===== src/rtl/maze_mem_arb.sv =====
// Two-port arbiter sharing the single-port maze memory, with locked bursts and tagged read return.
// Optional feature macro: MAZE_ARB_RR_EN (round-robin contention plus MAX_BURST cap on locked owners).
module maze_mem_arb #(
  parameter int MAZE_WIDTH = 6,
  parameter int MAX_BURST  = 8
) (
  input  logic                  clk,
  input  logic                  rst,
  input  logic                  req0,
  input  logic                  req1,
  input  logic                  we0,
  input  logic                  we1,
  input  logic                  wdata0,
  input  logic                  wdata1,
  input  logic [MAZE_WIDTH-1:0] row0,
  input  logic [MAZE_WIDTH-1:0] col0,
  input  logic [MAZE_WIDTH-1:0] row1,
  input  logic [MAZE_WIDTH-1:0] col1,
  input  logic                  lock0,
  input  logic                  lock1,
  output logic                  gnt0,
  output logic                  gnt1,
  output logic                  rvalid0,
  output logic                  rvalid1,
  output logic                  rdata,
  output logic [MAZE_WIDTH-1:0] mem_row,
  output logic [MAZE_WIDTH-1:0] mem_col,
  output logic                  mem_oe,
  output logic                  mem_we,
  output logic                  mem_wdata,
  input  logic                  mem_rdata
);

  typedef enum logic [1:0] {IDLE, OWN0, OWN1} state_t;

`ifdef MAZE_ARB_RR_EN
  localparam logic RR = 1'b1;
`else
  localparam logic RR = 1'b0;
`endif
  localparam logic [3:0] BURST_MAX = 4'(MAX_BURST);

  state_t                state_reg, state_next;
  logic                  last_reg, last_next;   // 1 = port 1 was served last
  logic [3:0]            count_reg, count_next;
  logic                  win0, win1;
  logic                  below_max;
  logic [MAZE_WIDTH-1:0] mem_row_reg, mem_col_reg;
  logic                  mem_oe_reg, mem_we_reg, mem_wdata_reg;
  logic                  tag_valid_reg, tag_port_reg;
  logic                  rvalid0_reg, rvalid1_reg;

  assign below_max = (count_reg < BURST_MAX);

  // Without round-robin, a locked port 0 never yields and port 0 always breaks a lock on port 1.
  always_comb begin
    win0 = 1'b0;
    win1 = 1'b0;
    case (state_reg)
      OWN0: begin
        win0 = req0 && (!req1 || !RR || below_max);
        win1 = req1 && !win0;
      end
      OWN1: begin
        win1 = req1 && (!req0 || (RR && below_max));
        win0 = req0 && !win1;
      end
      default: begin
        win0 = req0 && (!req1 || !RR || last_reg);
        win1 = req1 && !win0;
      end
    endcase
    if (rst) begin
      win0 = 1'b0;
      win1 = 1'b0;
    end
  end

  assign gnt0 = win0;
  assign gnt1 = win1;

  always_comb begin
    state_next = IDLE;
    last_next  = last_reg;
    count_next = '0;
    if (win0 || win1) begin
      last_next = win1;
      if (win0 ? lock0 : lock1) begin
        state_next = win0 ? OWN0 : OWN1;
        // A fresh owner starts counting at 1; an unchallenged owner saturates at the cap.
        if (state_reg != state_next)
          count_next = 4'd1;
        else if (count_reg >= BURST_MAX)
          count_next = count_reg;
        else
          count_next = count_reg + 4'd1;
      end
    end
  end

  always_ff @(posedge clk) begin
    if (rst) begin
      state_reg     <= IDLE;
      last_reg      <= 1'b1;
      count_reg     <= '0;
      mem_row_reg   <= '0;
      mem_col_reg   <= '0;
      mem_oe_reg    <= 1'b0;
      mem_we_reg    <= 1'b0;
      mem_wdata_reg <= 1'b0;
      tag_valid_reg <= 1'b0;
      tag_port_reg  <= 1'b0;
      rvalid0_reg   <= 1'b0;
      rvalid1_reg   <= 1'b0;
    end else begin
      state_reg  <= state_next;
      last_reg   <= last_next;
      count_reg  <= count_next;
      mem_oe_reg <= (win0 && !we0) || (win1 && !we1);
      mem_we_reg <= (win0 && we0) || (win1 && we1);
      if (win0 || win1) begin
        mem_row_reg   <= win1 ? row1 : row0;
        mem_col_reg   <= win1 ? col1 : col0;
        mem_wdata_reg <= win1 ? wdata1 : wdata0;
      end
      tag_valid_reg <= (win0 && !we0) || (win1 && !we1);
      tag_port_reg  <= win1;
      rvalid0_reg   <= tag_valid_reg && !tag_port_reg;
      rvalid1_reg   <= tag_valid_reg && tag_port_reg;
    end
  end

  assign mem_row   = mem_row_reg;
  assign mem_col   = mem_col_reg;
  assign mem_oe    = mem_oe_reg;
  assign mem_we    = mem_we_reg;
  assign mem_wdata = mem_wdata_reg;
  assign rvalid0   = rvalid0_reg;
  assign rvalid1   = rvalid1_reg;
  assign rdata     = (rvalid0_reg || rvalid1_reg) && mem_rdata;

endmodule


===== config.mk =====
export PLATFORM = sky130hd
export DESIGN_NAME = maze_mem_arb
export DESIGN_NICKNAME = d
export VERILOG_FILES = /design/src/rtl/maze_mem_arb.sv
export SDC_FILE = /design/constraint.sdc
export NUM_CORES = 1
export LEC_CHECK = 0
export ABC_AREA = 1
export BUFFER_PORTS_ARGS = -buffer_cell sky130_fd_sc_hd__buf_4
export CAP_MARGIN = 25
export CORE_UTILIZATION = 37
export DETAILED_ROUTE_END_ITERATION = 10
export HOLD_SLACK_MARGIN = 0.06
export MAX_ROUTING_LAYER = met4
export PLACE_DENSITY = 0.74
export SLEW_MARGIN = 40
export SYNTH_ARGS = -nofsm -noshare
export SYNTH_HDL_FRONTEND = slang
export SYNTH_SLANG_ARGS = --single-unit

===== constraint.sdc =====
create_clock -name clk -period 0.8 [get_ports clk]
set_clock_uncertainty 0.05 [all_clocks]
set_input_delay 0.12 -clock clk [delete_from_list [all_inputs] [get_ports clk]]
set_output_delay 0.12 -clock clk [all_outputs]
set_load 0.01 [all_outputs]

==> flow_metrics.py <==
metrics = {
    "outcome": {
        "status": "finished, violations left",
        "violations": "negative hold slack, negative setup slack",
    },
    "global_routing": {
        "met2_usage": 0.429,
        "met1_usage": 0.236,
        "grt_pass1_vias": 1034,
        "grt_pass1_wl_um": 4280,
        "grt-busiest-layer": "met2",
        "grt_overflow": 0,
        "use_met3": 0.0357,
        "antenna_found_initial": 0,
        "grt_max_degree": 16,
        "grt_usage": 0.232,
    },
    "die": {
        "initial_core_util": 0.396,
        "num_rows": 17,
        "die_width_um": 50.9,
        "die_h_um": 50.9,
        "pin_count": 55,
        "die_area_um2": 2590,
        "coreArea_um2": 2230,
    },
    "sta": {
        "rsz0062_at_grt": "true",
        "max_slew_margin": 0.883,
        "setup_tns_ps": -2540,
        "drv_slew": 0,
        "timing.hold.ws_ps": -7.70,
        "max_clock_freq_ghz": 0.915,
        "final_hold_viol_count": 2,
        "worst_slack_ps": -293,
        "setup_viol_count_final": 19,
        "timing.final.crit_share": 1.37,
        "period_minus_slack_ps": 1090,
        "tightest_slew_ps": 174,
    },
    "cells_and_area": {
        "diodes": 0,
        "drive_above_1_share": 0.540,
        "num-fill-cells": 186,
        "design.final.nets": 234,
        "fin_util": 0.722,
        "area_delta_synth_final_pct": 82.6,
    },
    "flow_run": {
        "maxCapViolations": 0,
    },
    "pwr": {
        "powerDensity_nw_per_um2": 1410,
        "p_sw_frac": 0.278,
        "pwr-share-seq": 0.452,
        "vdd_drop_max_mv": 1.15,
        "power.leakage_nw": 0.859,
        "combPwrFrac": 0.297,
        "intPower_mw": 1.64,
        "pwr-share-clk": 0.250,
        "p_sw_mw": 0.630,
    },
    "yosys": {
        "syn_area_um2": 883,
        "synth.lib_cells_used.distinct": 18,
        "synthTopCellsByCount": "29 x nand2_1, 23 x inv_1, 18 x dfxtp_1",
        "synthDominantCellAreaShare": 0.408,
        "async_flop_share": 0,
        "synth_cells": 127,
        "yosys_warnings": 0,
        "avgSynthCellArea_um2": 6.96,
        "synth_edf_count": 0,
        "ys_ff_latch": 18,
        "ys_dominant_reg_cell": "dfxtp_1",
        "syn_nets": 162,
        "synth.most_common_cell": "nand2_1",
        "ys_seq_area_frac": 0.408,
        "yosysTopAreaCell": "dfxtp_1",
        "synthTopCellsByArea": "dfxtp_1 41%, nand2_1 12%, inv_1 9.8%, nand3_1 7.4%, nand4_1 7.1%",
    },
    "clock_network": {
        "cts_buffers": 3,
        "clk_path_buf_depth": 2,
        "htreeDepth": 1,
        "cts_hold_buf": 2,
        "clk_pin_slew_ps": 100,
        "cts_tree": "done",
        "clock-sinks": 18,
        "clock-root-buffer": "clkbuf_4",
        "clk-insertion-delay-late_ps": 290,
    },
    "worst_setup_path": {
        "path_class": "reg2out",
        "critPathCaptureType": "output port",
        "cp.required_ps": 630,
        "critPathLaunchType": "flop",
        "rr_worst_depth": 5,
        "crit_path_max_fanout": 2,
        "cp.arrival_ps": 920,
    },
    "route": {
        "wirelength_um": 2840,
        "dr_total_vias": 1093,
        "via_per_inst": 4.84,
        "dr.pass1.iters": 4,
        "drc_errors": 0,
        "drtIter0Drc": 37,
        "drtAntennaViolNets": 0,
        "wl_per_cell_um": 12.5,
    },
    "place": {
        "hpwl_um": 1890,
        "dp_slack_ps": -169,
        "place_congestion": 0.764,
        "numPortBuffers": 52,
    },
    "worst_hold_path": {
        "min_path_type": "in2reg",
        "hold_depth": 3,
    },
}
per-stage QoR:
stage | instances | area, µm² | power, mW
finish | 226 | 1610 | 2.27
global route | 226 | 1610 | 2.39
CTS | 223 | 1540 | 2.21
detailed placement | 209 | 1330 | 1.55
global placement | 209 | 1330 | 1.54
floorplan | 127 | 883 | 1.25
routing by layer:
layer / up-vias / routed length, µm
li1: 543 / -
met1: 522 / 1090
met2: 23 / 1630
met3: 5 / 72
met4: 0 / 39
met5: - / 0
critical path: stages (launching register included):
cell	delay (ps)
dfxtp_2	330
o21a_1	190
buf_6	120
timing repair:
item / 4_1_cts / 5_1_grt
hold endpoints to repair: 9 / 3
endpoints found under the setup margin: 20 / 26
buffers inserted: 8 / 3
resized for setup: 40 / 15
pin swaps: 1 / 4
cloned: 0 / 0
kinds of logic (layout without fill, tap and decap cells):
logic type      count (synthesis)  in the layout  share of synthesized area
compound gates                 16             16                      0.108
flops                          18             18                      0.408
buf+inv                        32            103                      0.163
simple gates                   61             61                      0.322
final cells by class:
class | instances | area (µm²) | share of cell area
timing repair buffer | 73 | 643 | 0.399
multi-input combinational | 77 | 409 | 0.254
sequential | 18 | 382 | 0.237
inverter | 26 | 108 | 0.0667
clock buffer | 4 | 36.3 | 0.0225
tap | 28 | 35.0 | 0.0217
cells in the final DEF (no fill, tap or decap), types with 2 or more instances in the layout:
cell / count
inv_4: 2
o21ai_1: 3
nand4_1: 10
a21oi_1: 4
inv_2: 3
dfxtp_2: 17
buf_6: 24
clkbuf_4: 3
dlygate4sd3_1: 2
nand2_1: 28
a21oi_2: 6
nor2_1: 8
buf_4: 47
inv_1: 20
nand3_1: 13
power groups by stage:
| stage | clock network (mW) | logic, mW | registers, mW |
|---|---|---|---|
| global placement | 0 | 0.520 | 1.02 |
| finish | 0.567 | 0.674 | 1.03 |
| global route | 0.629 | 0.728 | 1.03 |
| CTS | 0.567 | 0.624 | 1.02 |
| detailed placement | 0 | 0.531 | 1.02 |
| floorplan | 0 | 0.208 | 1.05 |
final timing paths:
check	from	endpoint	slack, ps
setup reg to reg	mem_row[1]	mem_row[1]	-20
hold / removal	col1[0]	mem_col[0]	-8
hold reg to reg	tag_port_reg	rvalid0	380
setup / recovery	rvalid1	rdata	-290
(Power assumes the default switching activity.)
